==> src/rtl/quadrature_decoder.sv <==
// Multi-channel debounced quadrature decoder: sync, optional debounce filter,
// Gray-code step decode at 1x/2x/4x resolution, signed position and sticky error.

module qd_channel #(
  parameter int COUNT_WIDTH     = 16,
  parameter int DEBOUNCE_CYCLES = 0,
  parameter int RESOLUTION      = 1,
  parameter int WRAP            = 1
) (
  input  logic                   clk,
  input  logic                   rst,
  input  logic                   i_a,
  input  logic                   i_b,
  input  logic                   i_clear,
  input  logic                   i_sv,
  output logic                   o_cw,
  output logic                   o_ccw,
  output logic [COUNT_WIDTH-1:0] o_pos,
  output logic                   o_err
);

  localparam logic [COUNT_WIDTH-1:0] PMAX = {1'b0, {(COUNT_WIDTH-1){1'b1}}};
  localparam logic [COUNT_WIDTH-1:0] PMIN = {1'b1, {(COUNT_WIDTH-1){1'b0}}};

  logic [1:0] r_sync1, r_sync2;

  always_ff @(posedge clk or posedge rst) begin
    if (rst) begin
      r_sync1 <= '0;
      r_sync2 <= '0;
    end else begin
      r_sync1 <= {i_a, i_b};
      r_sync2 <= r_sync1;
    end
  end

  logic [1:0] w_acc;
  logic       w_acc_vld;

  generate
    if (DEBOUNCE_CYCLES == 0) begin : g_bypass
      assign w_acc     = r_sync2;
      assign w_acc_vld = i_sv;
    end else begin : g_filt
      localparam int CW = $clog2(DEBOUNCE_CYCLES + 1);
      localparam logic [CW-1:0] LIM = CW'(DEBOUNCE_CYCLES);
      logic [CW-1:0] r_cnt, w_run;
      logic [1:0]    r_prev, r_acc;
      logic          r_acc_vld;

      // w_run is the number of consecutive cycles the candidate has been seen, this one included
      assign w_run = (r_sync2 == r_prev) ? r_cnt + CW'(1) : CW'(1);

      always_ff @(posedge clk or posedge rst) begin
        if (rst) begin
          r_cnt     <= '0;
          r_prev    <= '0;
          r_acc     <= '0;
          r_acc_vld <= 1'b0;
        end else if (i_sv) begin
          r_prev <= r_sync2;
          if (r_acc_vld && (r_sync2 == r_acc)) begin
            r_cnt <= '0;
          end else if (w_run >= LIM) begin
            r_acc     <= r_sync2;
            r_acc_vld <= 1'b1;
            r_cnt     <= '0;
          end else begin
            r_cnt <= w_run;
          end
        end
      end

      assign w_acc     = r_acc;
      assign w_acc_vld = r_acc_vld;
    end
  endgenerate

  // Clockwise successor in the Gray order 00 -> 10 -> 11 -> 01 -> 00
  function automatic logic [1:0] f_cw_next(input logic [1:0] s);
    case (s)
      2'b00:   f_cw_next = 2'b10;
      2'b10:   f_cw_next = 2'b11;
      2'b11:   f_cw_next = 2'b01;
      default: f_cw_next = 2'b00;
    endcase
  endfunction

  logic [1:0]             r_ref;
  logic                   r_ref_vld;
  logic                   r_cw, r_ccw, r_err;
  logic [COUNT_WIDTH-1:0] r_pos;
  logic                   w_chg, w_fwd, w_rev, w_bad, w_stp, w_up, w_dn;
  logic [COUNT_WIDTH-1:0] w_inc, w_dec;

  always_comb begin
    w_chg = w_acc_vld && r_ref_vld && (w_acc != r_ref);
    w_fwd = w_chg && (w_acc == f_cw_next(r_ref));
    w_rev = w_chg && (r_ref == f_cw_next(w_acc));
    w_bad = w_chg && !w_fwd && !w_rev;
    if (RESOLUTION == 4)      w_stp = 1'b1;
    else if (RESOLUTION == 2) w_stp = (w_acc == 2'b00) || (w_acc == 2'b11);
    else                      w_stp = (w_acc == 2'b00);
    w_up  = w_fwd && w_stp;
    w_dn  = w_rev && w_stp;
    w_inc = (WRAP == 0 && r_pos == PMAX) ? r_pos : r_pos + COUNT_WIDTH'(1);
    w_dec = (WRAP == 0 && r_pos == PMIN) ? r_pos : r_pos - COUNT_WIDTH'(1);
  end

  always_ff @(posedge clk or posedge rst) begin
    if (rst) begin
      r_ref     <= '0;
      r_ref_vld <= 1'b0;
      r_cw      <= 1'b0;
      r_ccw     <= 1'b0;
      r_err     <= 1'b0;
      r_pos     <= '0;
    end else begin
      r_cw  <= w_up;
      r_ccw <= w_dn;
      if (w_acc_vld) begin
        r_ref     <= w_acc;
        r_ref_vld <= 1'b1;
      end
      // clear wins over both the count and a coincident illegal transition
      if (i_clear) begin
        r_pos <= '0;
        r_err <= 1'b0;
      end else begin
        if (w_bad) r_err <= 1'b1;
        if (w_up)      r_pos <= w_inc;
        else if (w_dn) r_pos <= w_dec;
      end
    end
  end

  assign o_cw  = r_cw;
  assign o_ccw = r_ccw;
  assign o_pos = r_pos;
  assign o_err = r_err;

endmodule

module quadrature_decoder #(
  parameter int CHANNELS        = 1,
  parameter int COUNT_WIDTH     = 16,
  parameter int DEBOUNCE_CYCLES = 0,
  parameter int RESOLUTION      = 1,
  parameter int WRAP            = 1
) (
  input  logic                            clk,
  input  logic                            rst,
  input  logic [CHANNELS-1:0]             in_a,
  input  logic [CHANNELS-1:0]             in_b,
  input  logic [CHANNELS-1:0]             clear,
  output logic [CHANNELS-1:0]             out_cw,
  output logic [CHANNELS-1:0]             out_ccw,
  output logic [CHANNELS*COUNT_WIDTH-1:0] position,
  output logic [CHANNELS-1:0]             error
);

  generate
    if (!(RESOLUTION == 1 || RESOLUTION == 2 || RESOLUTION == 4)) begin : g_bad_res
      $error("quadrature_decoder: RESOLUTION must be 1, 2 or 4");
    end
    if (CHANNELS < 1 || COUNT_WIDTH < 2 || DEBOUNCE_CYCLES < 0) begin : g_bad_size
      $error("quadrature_decoder: illegal CHANNELS/COUNT_WIDTH/DEBOUNCE_CYCLES");
    end
  endgenerate

  // Synchroniser contents are only real input samples two cycles after reset release
  logic [1:0] r_fill;

  always_ff @(posedge clk or posedge rst) begin
    if (rst) r_fill <= '0;
    else     r_fill <= {r_fill[0], 1'b1};
  end

  generate
    for (genvar gi = 0; gi < CHANNELS; gi++) begin : g_ch
      qd_channel #(
        .COUNT_WIDTH     (COUNT_WIDTH),
        .DEBOUNCE_CYCLES (DEBOUNCE_CYCLES),
        .RESOLUTION      (RESOLUTION),
        .WRAP            (WRAP)
      ) u_ch (
        .clk     (clk),
        .rst     (rst),
        .i_a     (in_a[gi]),
        .i_b     (in_b[gi]),
        .i_clear (clear[gi]),
        .i_sv    (r_fill[1]),
        .o_cw    (out_cw[gi]),
        .o_ccw   (out_ccw[gi]),
        .o_pos   (position[gi*COUNT_WIDTH +: COUNT_WIDTH]),
        .o_err   (error[gi])
      );
    end
  endgenerate

endmodule

==> config.mk <==
export PLATFORM = sky130hd
export DESIGN_NAME = quadrature_decoder
export DESIGN_NICKNAME = d
export VERILOG_FILES = /design/src/rtl/quadrature_decoder.sv
export SDC_FILE = /design/constraint.sdc
export NUM_CORES = 1
export LEC_CHECK = 0
export CORE_MARGIN = 2
export CORE_UTILIZATION = 40
export DETAILED_ROUTE_END_ITERATION = 7
export GPL_TIMING_DRIVEN = 0
export SLEW_MARGIN = 5
export SYNTH_ARGS = -nofsm -noshare
export SYNTH_HDL_FRONTEND = slang
export SYNTH_HIERARCHICAL = 1
export SYNTH_SLANG_ARGS = --single-unit
==> constraint.sdc <==
create_clock -name clk -period 3.2 [get_ports clk]
set_input_delay 0.64 -clock clk [delete_from_list [all_inputs] [get_ports clk]]
set_output_delay 0.64 -clock clk [all_outputs]
set_load 0.005 [all_outputs]
# Word-level counts from Yosys, hierarchy flattened
# Cells that the tools add are included.
# word_totals
elab_cells,39
reg_bits,28
out_inout_bits,19
input_bits,5
# op_classes
n_reduce_logical,14
n_eq_ne,7
addsub,2
mux,7
# ops
op,count
two-way mux 16 bit,3
"adder 16 x 1 -> 16 bit, second input constant",1
"subtractor 16 x 1 -> 16 bit, second input constant",1
case mux 2 bit (3 select lines),2
"== test 2 bit, second input constant",4
logical AND 1 bit,8
== test 2 bit,2
zero test 2 bit,2
nonzero test 3 bit,1
zero test 1 bit,2
two-way mux 1 bit,2
!= test 2 bit,1
nonzero test 2 bit,1

# Logic depth before layout (Yosys ltp)
# Gate-level depths: netlist (run 1).
# logic_depth
depth_word,9
ltp_mapped,11
depth_no_buf,11

# Modules after synthesis
# The synthesis (run 1) kept the hierarchy.
# modules_own_cells
module,seq_area_each_um2,instances,cells_each,area_each_um2
qd_channel,650.6,1,153,1622.8
quadrature_decoder,50.0,1,4,57.6

# Worst setup path before layout (run 1)
# Ideal clock, no wire load.
# synth_timing
path_type,register to register
startpoint,register r_fill[1]
endpoint,register g_ch[0].u_ch.r_pos[15]
required_time_ps,3108
period_less_slack_ps,3205
arrival_time_ps,3113
path_stages_with_launch,12
setup_ps,92
setup_slack_ps,-5
cell_sequence,dfrtp_1 nand2_1 nor3_1 nand3b_1 ha_1 a211o_1 a211oi_2 or4b_4 a21oi_2 or4_1 and3_1 o31ai_2
# synth_via
elab_chain_len,6
# synth_lines
item,line_no,rtl
from (decl),172,logic [1:0] r_fill;
from (signal assigned),176,"else r_fill <= {r_fill[0], 1'b1};"
logical AND 1 bit * (2 in series),97,w_chg = w_acc_vld && r_ref_vld && (w_acc != r_ref);
logical AND 1 bit,98,w_fwd = w_chg && (w_acc == f_cw_next(r_ref));
logical AND 1 bit,104,w_up = w_fwd && w_stp;
two-way mux 16 bit,131,if (w_up) r_pos <= w_inc;
two-way mux 16 bit,126,if (i_clear) begin
to (signal assigned),131,
to (signal assigned),132,else if (w_dn) r_pos <= w_dec;
to (decl),92,logic [COUNT_WIDTH-1:0] r_pos;
# Mark *: on every way between the ends. The rest lies on a longest branch, timed or not.
# A chain may end at the register's enable or synchronous reset.

# Worst setup path in the final report (run 1)
# layout_timing
startpoint,register r_fill[1]
endpoint,register g_ch[0].u_ch.r_pos[14]
# Same word-level chain as after synthesis.

==> results.json, run 1 <==
{
  "status": "finished clean",
  "final_common_cell": "dfrtp_1",
  "grtUsageTotal_pct": 16.9,
  "drc": 0,
  "layout_common_cells": "dfrtp_1, clkdlybuf4s50_1, a22o_1, a21oi_1, xnor2_1",
  "grt_max_degree": 27,
  "relSlewSlack_pct": 33.1,
  "synth-seq-cells": 28,
  "cp_max_fo": 6,
  "holdWs_ns": 0.354,
  "synth-edff-count": 0,
  "clk_pin_slew_ns": 0.09,
  "row_count": 23,
  "num-fill-cells": 373,
  "period_share_pct": 95.3,
  "first_pass_iters": 4,
  "ant_nets": 0,
  "report.final.setup_viol": 0,
  "drive_above_1_share_pct": 17.6,
  "routed_wl_mm": 3.65,
  "area_growth_pct": 30.6,
  "p_leak_nw": 0.964,
  "crit_type": "flop to flop",
  "async_reset_ff_share_pct": 100,
  "placed_area_sq_um": 1970,
  "final_design_area_no_fill_sq_um": 2190,
  "wl_per_cell_microns": 15.3,
  "ioPinCount": 24,
  "num-nets-final": 211,
  "grt_pass1_wl_mm": 5.88,
  "crit_arrival_ns": 3.19,
  "clkSinkCount": 28,
  "min_period_ns": 3.05,
  "cts_tree": "yes",
  "multi_input_area_sq_um": 1060,
  "yosysWarningCount": 6,
  "via_count": 1324,
  "syn-cell-area_sq_um": 1680,
  "vias_per_cell": 5.56,
  "seq_area_frac_synth_pct": 41.7,
  "synth_fp_nets": 179,
  "power.density_nw_per_um2": 1040,
  "finalNonFillerCells": 238,
  "die-height_microns": 68.8,
  "worstMarginPinSlew_ns": 1.00,
  "routabilityCongestion": 0.829,
  "worst_setup_path_start_kind": "flop",
  "portBuffers": 23,
  "cts_made_buffers": 3,
  "cp-end-kind": "flop",
  "start_util_pct": 41.7,
  "clock-root-buffer": "clkbuf_8",
  "synth_cell_types": 45,
  "ir_drop_mv": 0.435,
  "die_w_microns": 68.8,
  "clk_latency_ns": 0.28,
  "dp_hpwl_mm": 2.47,
  "cts_hold_buf": 0,
  "htree_levels": 1,
  "overflow": 0,
  "die_area_sq_um": 4740,
  "finClkSkew_ns": 0.00862,
  "ys.flop_type": "dfrtp_1",
  "cp_slowest_cell": "dfrtp_2",
  "regArea_sq_um": 702,
  "antenna_found_initial": 0,
  "fp.coreArea_sq_um": 4030,
  "worstPathCellList": "nand2_4 > nor3_4 > nand3b_1 > buf_4 > fa_1 > and3_1 > o2111ai_1 > a211oi_1 > a2111oi_1 > or2_1 > xor2_1 > o31ai_1",
  "synthCells": 157,
  "cap_violations": 0,
  "placed_cells": 230,
  "path_buf_inv": 1,
  "max_freq_mhz": 328,
  "critPathMaxStageDelay_ns": 0.43,
  "grt_pass1_vias": 1266,
  "finalMaxSlewViolations": 0,
  "syn_area_per_cell_sq_um": 10.7,
  "cpLargestDelayFamily": "compound AO/OA/AOI/OAI gates",
  "dr.first_iter.drc_count": 63,
  "diodes": 0,
  "hold_viol_final": 0,
  "worstPathRequired_ns": 3.35,
  "hp-class": "flop to flop",
  "max-clock-path-buffers": 2
}
flip-flops by register name (all words and copies together), names as in the netlist:
name,flops
g_ch.u_ch/o_cw,1
g_ch.u_ch/o_err,1
g_ch.u_ch/r_ref_vld,1
g_ch.u_ch/o_pos,16
g_ch.u_ch/r_sync1,2
g_ch.u_ch/r_sync2,2
g_ch.u_ch/o_ccw,1
g_ch.u_ch/r_ref,2
r_fill,2
logic make-up after synthesis:
kind of cell               Yosys count  share of synthesized area [%]
other                                1                          0.223
and+or+nand+nor                     36                           11.5
muxes                                3                           2.01
adders and majority gates           17                           13.1
DFF                                 28                           41.7
xor gates and xnor gates            14                           7.30
buffers and inverters                8                           1.79
AOI/OAI and AO/OA                   50                           22.3
metal layers:
metal	wire length [microns]	GRT usage, %	vias up	share of wire [%]
met5	0	0	-	0
met4	82	6.62	0	2.2
met3	92	2.44	7	2.5
met2	1820	28.4	26	50
met1	1650	21.8	651	45
li1	-	-	640	-
cells in the mapped netlist (all sizes together), types with 2 or more instances:
master / instances / area (sq um)
a21o: 7 / 52.6
o31ai: 3 / 27.5
nand2b: 2 / 12.5
xor2: 5 / 43.8
a211o: 2 / 17.5
or3: 2 / 12.5
mux2: 3 / 33.8
a22o: 10 / 87.6
nor3: 2 / 10.0
a21oi: 11 / 58.8
xnor2: 9 / 78.8
or2: 4 / 25.0
dfrtp: 28 / 701
clkbuf: 2 / 7.51
o21ai: 6 / 30.0
a211oi: 2 / 20.0
and2: 2 / 12.5
nand2: 9 / 33.8
nor2: 7 / 26.3
and3: 2 / 12.5
inv: 5 / 18.8
ha: 16 / 200
repair_timing:
item	in CTS	in global routing
pin swaps	1	11
buffers inserted	3	0
setup endpoints to repair	10	2
resized for setup	0	24
cloned	0	1
final cells by class:
type                            instances  share of cell area, %
Clock inverter                          1                   1.37
Timing Repair Buffer                   27                   12.0
Multi-Input combinational cell        121                   48.5
Sequential cell                        28                   32.0
Tap cell                               50                   2.85
Inverter                                5                  0.855
Clock buffer                            3                   1.88
Buffer                                  3                  0.513
path summary, 6_finish.rpt:
path	to	depth (start not counted)	slack, ns	start
max in group asynchronous	g_ch[0].u_ch/o_pos[14]$_DFFE_PP0P_	2	1.66	rst
max reg2reg	g_ch[0].u_ch/o_pos[14]$_DFFE_PP0P_	12	0.15	r_fill[1]$_DFF_PP0_
min	g_ch[0].u_ch/r_sync2[0]$_DFF_PP0_	0	0.35	g_ch[0].u_ch/r_sync1[0]$_DFF_PP0_
min reg2reg	g_ch[0].u_ch/r_sync2[0]$_DFF_PP0_	0	0.35	g_ch[0].u_ch/r_sync1[0]$_DFF_PP0_
max	g_ch[0].u_ch/o_pos[14]$_DFFE_PP0P_	12	0.15	r_fill[1]$_DFF_PP0_
min in group asynchronous	r_fill[1]$_DFF_PP0_	2	0.54	rst
power by group:
part / switching [mW] / internal [mW]
sequential: 0.0960 / 0.449
combinational: 0.671 / 0.788
clock: 0.110 / 0.168
total: 0.877 / 1.40
metrics by stage:
stage	utilization [%]	total power, mW	setup WS, ns	setup TNS, ns
2_1_floorplan	-	1.49	0.00286	0
3_3_place_gp	49.0	1.82	-0.464	-1.59
3_5_place_dp	49.0	1.85	-0.555	-2.04
4_1_cts	51.3	2.15	0.0384	0
5_1_grt	54.5	2.48	-0.0715	-0.0715
6_report	54.5	2.28	0.152	0
worst reg2reg max path, delay by kind of cell (launching register included):
| family | cells | cell delay, ns |
|---|---|---|
| and+or+nand+nor | 5 | 0.80 |
| adders and majority gates | 1 | 0.40 |
| AOI/OAI and AO/OA | 4 | 0.94 |
| xor gates and xnor gates | 1 | 0.15 |
| buffers and inverters | 1 | 0.21 |
| DFF | 1 | 0.43 |
Note: power is estimated with default switching activity, not from simulation.
==> run 2, diff against run 1 <==
ABC_AREA = 1   (was unset)
CTS_CLUSTER_DIAMETER = 40   (was unset)
==> run 2 against run 1 <==
  * Critical path depth rose by 3
  * Fmax rose by 12%
  * Synthesized cell count rose by 83%
  * Sequential power fell by 18%
  * Worst setup slack improved by 0.33 ns
  * Wire length rose by 25%
  * First-iteration DRC count rose by 62%
  * Count of clock-buffer cells in the layout did not move
  * Final cell count rose by 61%
==> results.json, run 2 <==
{
  "hp-class": "flop to flop",
  "hold_start": "g_ch[0].u_ch/r_sync1[1]$_DFF_PP0_",
  "status": "finished clean",
  "met3WireLength_microns": 151,
  "worstPathRequired_ns": 3.38,
  "cpMostUsedCell": "nand2_1",
  "drive_above_1_share_pct": 7.96,
  "vias_per_cell": 4.85,
  "routed_wl_mm": 4.54,
  "synth-edff-count": 0,
  "max-clock-path-buffers": 2,
  "die-height_microns": 75.7,
  "finalNonFillerCells": 384,
  "yosysWarningCount": 6,
  "crit_type": "flop to flop",
  "finClkSkew_ns": 0.00437,
  "p_leak_nw": 1.31,
  "synth.top_cell.area_share_pct": 34.1,
  "dr.first_iter.drc_count": 102,
  "period_share_pct": 85.0,
  "grt_max_degree": 27,
  "power.density_nw_per_um2": 705,
  "crit_arrival_ns": 2.90,
  "cp-end-kind": "flop",
  "seq_area_frac_synth_pct": 34.1,
  "syn_area_per_cell_sq_um": 7.16,
  "die_w_microns": 75.7,
  "synth-seq-cells": 28,
  "grt_pass1_vias": 1744,
  "crit_start": "g_ch[0].u_ch/r_ref[0]$_DFFE_PP0P_",
  "grt_pass1_wl_mm": 7.78,
  "diodes": 0,
  "critPathMaxStageDelay_ns": 0.48,
  "worstMarginPinSlew_ns": 1.03,
  "die_area_sq_um": 5730,
  "htree_levels": 1,
  "cp_max_fo": 26,
  "ioPinCount": 24,
  "cts_made_buffers": 3,
  "wl_per_cell_microns": 11.8,
  "final_common_cell": "nand2_1",
  "cts_hold_buf": 0,
  "clkSinkCount": 28,
  "placed_cells": 380,
  "synth_area_leaders": "dfrtp_1, nand2_1, ha_1, inv_1, nand4_1",
  "overflow": 0,
  "ir_drop_mv": 0.404,
  "drc": 0,
  "clk_pin_slew_ns": 0.10,
  "routed.top_layer": "met4",
  "cp_slowest_cell": "buf_2",
  "async_reset_ff_share_pct": 100,
  "grtUsageTotal_pct": 17.9,
  "dp_hpwl_mm": 3.38,
  "report.final.setup_viol": 0,
  "relSlewSlack_pct": 31.6,
  "routabilityCongestion": 0.861,
  "ant_nets": 0,
  "synth_fp_nets": 309,
  "finalMaxSlewViolations": 0,
  "yosysTopAreaCell": "dfrtp_1",
  "cts_setup_buffers": 0,
  "synth_cell_types": 30,
  "layout_common_cells": "nand2_1, inv_1, dfrtp_1, clkdlybuf4s50_1",
  "largest_reg_flops": 16,
  "cap_violations": 0,
  "worstPathCellList": "inv_1 > nand2_1 > nand2_1 > nand2_4 > nand3_4 > buf_2 > ha_1 > nand2_1 > inv_1 > a21oi_1 > nand2_1 > nand2_1 > nand3b_1 > nand3_1 > nand2_1",
  "r2r_start": "g_ch[0].u_ch/r_ref[0]$_DFFE_PP0P_",
  "portBuffers": 23,
  "min_period_ns": 2.72,
  "via_count": 1861,
  "max_freq_mhz": 367,
  "antenna_found_initial": 0,
  "post_cts_resized": 0,
  "start_util_pct": 40.8,
  "row_count": 26,
  "wl_met1_mm": 2.26,
  "area_growth_pct": 18.9,
  "clk_latency_ns": 0.28,
  "worst_setup_path_start_kind": "flop",
  "ys.flop_type": "dfrtp_1",
  "fp.coreArea_sq_um": 5040,
  "num-nets-final": 337,
  "cts_tree": "yes",
  "clock-root-buffer": "clkbuf_8",
  "first_pass_iters": 4,
  "yosys-top-cells-count": "nand2_1, inv_1, dfrtp_1, ha_1, nand4_1",
  "synthCells": 287,
  "finalSetupTns_ns": 0,
  "rsz0062_at_grt": "false",
  "yosysMostFrequentCell": "nand2_1",
  "hold_viol_final": 0,
  "syn-cell-area_sq_um": 2060,
  "wl_met2_mm": 2.08
}
-- run 2: cell types whose count changed after synthesis, sizes merged, moves of 4 or more --
| cell | previous run | this run |
|---|---|---|
| a21o | 7 | 0 |
| a22o | 10 | 0 |
| inv | 5 | 51 |
| nand2 | 9 | 95 |
| nand3 | 1 | 18 |
| nand4 | 0 | 16 |
| nor2 | 7 | 12 |
| xor2 | 5 | 1 |
-- run 2: stage by stage --
step	total power, mW	hold slack (ns)	utilization, %	area [sq um]	setup slack, ns
final	1.72	0.357	48.5	2440	0.479
after global routing	1.91	0.366	48.5	2440	0.256
after CTS	1.75	0.360	48.5	2440	0.455
after detailed placement	1.44	0.335	47.1	2370	0.477
after global placement	1.43	0.333	47.1	2370	0.483
after floorplan	1.19	0.331	-	2060	0.903
-- run 2: cells by family (layout without fill, tap and decap cells) --
| logic type | count (synthesis) | in the layout | synth area share, % |
|---|---|---|---|
| compound gates | 26 | 26 | 7.24 |
| xor+xnor | 8 | 8 | 3.41 |
| fa+ha+maj | 17 | 17 | 10.7 |
| buf+inv | 54 | 81 | 9.98 |
| flops | 28 | 28 | 34.1 |
| mux | 1 | 1 | 0.487 |
| other cells | 1 | 1 | 0.182 |
| simple gates | 152 | 152 | 33.9 |
-- run 2: worst max-delay path: cells and delay by family, from the launching register on --
kind | cells | cell delay, ns
and+or+nand+nor | 10 | 0.95
AOI/OAI and AO/OA | 1 | 0.21
adders and majority gates | 1 | 0.39
buffers and inverters | 3 | 0.63
DFF | 1 | 0.43
-- run 2: power breakdown --
part | total, mW | internal (mW) | switching (mW)
clock | 0.285 | 0.168 | 0.117
combinational | 0.993 | 0.404 | 0.589
sequential | 0.446 | 0.401 | 0.0453
-- run 2: path summary, 6_finish.rpt --
path / to / slack (ns) / cells past startpoint
hold / removal: g_ch[0].u_ch/r_sync2[1]$_DFF_PP0_ / 0.36 / 0
setup reg to reg: g_ch[0].u_ch/o_pos[14]$_DFFE_PP0P_ / 0.48 / 15
min in group asynchronous: r_fill[0]$_DFF_PP0_ / 0.52 / 2
setup / recovery: g_ch[0].u_ch/o_pos[14]$_DFFE_PP0P_ / 0.48 / 15
max in group asynchronous: g_ch[0].u_ch/o_pos[14]$_DFFE_PP0P_ / 1.65 / 2
hold reg to reg: g_ch[0].u_ch/r_sync2[1]$_DFF_PP0_ / 0.36 / 0
-- run 2: cell type report --
cell class | count | area [sq um]
clock buffer | 3 | 41.3
clock inverter | 1 | 30.0
timing repair buffer | 23 | 230
multi-input combinational | 205 | 1150
buffer | 3 | 13.8
fill | 525 | 2600
inverter | 51 | 191
tap | 70 | 87.6
sequential | 28 | 701
-- run 2: metal layers --
metal	vias up	GRT usage (%)
met1	838	25.1
met5	-	0
met4	0	6.24
met3	5	1.85
met2	40	28.8
li1	978	-
==> run 3, diff against run 2 <==
CORE_UTILIZATION = 50   (was 40)
PLACE_DENSITY = 0.75   (was unset)
==> run 3 against run 2 <==
  * Count of clock-buffer cells in the layout stayed put
  * Total power is 0.42% lower
  * Combinational power hardly changed
  * Sequential power hardly changed
  * First-iteration DRC count is 42% higher
  * Register-to-register slack better by 0.03 ns
  * Via count is 0.97% higher
  * Worst setup slack better by 0.026 ns
  * Global-route usage is 3.9 points higher
  * Critical path type unchanged
  * Highest routed layer unchanged
==> results.json, run 3 (synthesis gave the netlist of run 2 again) <==
{
  "post_cts_resized": 0,
  "cp_max_fo": 26,
  "die-height_microns": 68.1,
  "r2r_start": "g_ch[0].u_ch/r_ref[0]$_DFFE_PP0P_",
  "grtUsageTotal_pct": 21.8,
  "die_area_sq_um": 4640,
  "overflow": 0,
  "cap_violations": 0,
  "report.final.setup_viol": 0,
  "worst_setup_path_start_kind": "flop",
  "wl_met1_mm": 2.09,
  "grt_max_degree": 27,
  "portBuffers": 23,
  "vias_per_cell": 5.16,
  "finClkSkew_ns": 0.00531,
  "diodes": 0,
  "die_w_microns": 68.1,
  "finalMaxSlewViolations": 0,
  "crit_start": "g_ch[0].u_ch/r_ref[0]$_DFFE_PP0P_",
  "status": "finished clean",
  "cp-end-kind": "flop",
  "cts_tree": "yes",
  "rsz0062_at_grt": "false",
  "crit_type": "flop to flop",
  "clk_latency_ns": 0.28,
  "power.switching_uw": 743,
  "crit_arrival_ns": 2.87,
  "start_util_pct": 51.8,
  "fp.coreArea_sq_um": 3970,
  "num-fill-cells": 396,
  "via_count": 1879,
  "worstPathRequired_ns": 3.38,
  "cts_made_buffers": 3,
  "htree_levels": 1,
  "cts_setup_buffers": 0,
  "routed.top_layer": "met4",
  "met3WireLength_microns": 108,
  "clk_pin_slew_ns": 0.09,
  "holdWs_ns": 0.356,
  "finalSetupTns_ns": 0,
  "ioPinCount": 24,
  "first_pass_iters": 4,
  "dp_hpwl_mm": 3.25,
  "cts_hold_buf": 0,
  "num-nets-final": 337,
  "row_count": 23,
  "grt_pass1_wl_mm": 7.73,
  "worstMarginPinSlew_ns": 1.02,
  "comb_power_share_pct": 57.7,
  "max_freq_mhz": 371,
  "netSwitchingFraction_pct": 43.3,
  "period_share_pct": 84.2,
  "hold_start": "g_ch[0].u_ch/r_sync1[0]$_DFF_PP0_",
  "grt_pass1_vias": 1791,
  "utilization_pct": 60.9,
  "p_seq_share_pct": 25.9,
  "dr.first_iter.drc_count": 145,
  "min_period_ns": 2.70,
  "area_growth_pct": 17.7,
  "drc": 0,
  "hold_viol_final": 0,
  "max-clock-path-buffers": 2,
  "hp-class": "flop to flop",
  "wl_met2_mm": 2.12,
  "power_mw": 1.72,
  "drive_above_1_share_pct": 7.96,
  "routed_wl_mm": 4.38,
  "ir_drop_mv": 0.450,
  "final_common_cell": "nand2_1",
  "layout_common_cells": "nand2_1, inv_1, dfrtp_1, clkdlybuf4s50_1",
  "wl_per_cell_microns": 12.0,
  "clkSinkCount": 28,
  "relSlewSlack_pct": 31.9,
  "p_leak_nw": 1.31,
  "largest_reg_flops": 16,
  "worst_slack_ns": 0.505,
  "clock-root-buffer": "clkbuf_8",
  "p_int_uw": 973,
  "ant_nets": 0,
  "clockPowerShare_pct": 16.4,
  "antenna_found_initial": 0,
  "place_ws_ns": 0.561,
  "power.density_nw_per_um2": 709,
  "routabilityCongestion": 0.866
}
-- run 3: cell counts in the layout (fill, tap and decap cells not counted) --
No cell type changed its count.
-- run 3: critical path: stages (launching register included) --
cell	delay, ns
dfrtp_1	0.44
inv_1	0.10
nand2_1	0.05
nand2_1	0.09
nand2_4	0.08
nand3_4	0.12
buf_2	0.47
ha_1	0.38
or2_1	0.26
nand3_1	0.10
nand2_1	0.14
a21oi_1	0.18
nand2_1	0.07
nand3_1	0.07
nand2_1	0.05
-- run 3: cell type report --
type	instances	area (sq um)	share of cell area [%]
multi-input cells	205	1150	47.5
flip-flops and latches	28	701	29.0
repair buffers	23	230	9.51
inverters	51	191	7.91
well taps	50	62.6	2.59
clock buffers	3	41.3	1.71
clock inverters	1	30.0	1.24
plain buffers	3	13.8	0.569
-- run 3: power groups by stage --
| stage | combinational (mW) | clock, mW | sequential [mW] |
|---|---|---|---|
| 3_5_place_dp | 0.975 | 0 | 0.451 |
| 6_report | 0.990 | 0.282 | 0.444 |
| 4_1_cts | 0.982 | 0.295 | 0.444 |
| 3_3_place_gp | 0.958 | 0 | 0.450 |
| 5_1_grt | 1.14 | 0.309 | 0.451 |
| 2_1_floorplan | 0.739 | 0 | 0.449 |
-- run 3: per-stage QoR --
stage                     area [sq um]  std cells
after floorplan                   2060        287
after global routing              2420        364
final                             2420        364
after CTS                         2420        364
after detailed placement          2350        360
after global placement            2350        360
-- run 3: path summary, 6_finish.rpt --
kind,end,slack [ns],cells after the start
min in group asynchronous,r_fill[0]$_DFF_PP0_,0.52,2
min,g_ch[0].u_ch/r_sync2[0]$_DFF_PP0_,0.36,0
max reg2reg,g_ch[0].u_ch/o_pos[15]$_DFFE_PP0P_,0.50,14
max,g_ch[0].u_ch/o_pos[15]$_DFFE_PP0P_,0.50,14
max in group asynchronous,g_ch[0].u_ch/o_ccw$_DFF_PP0_,1.66,2
min reg2reg,g_ch[0].u_ch/r_sync2[0]$_DFF_PP0_,0.36,0
-- run 3: layer usage --
metal  GRT usage, %  vias to the layer above
met4           6.50                        0
met3           2.47                        7
met1           28.7                      871
met5              0                        -
li1               -                      971
met2           37.5                       30
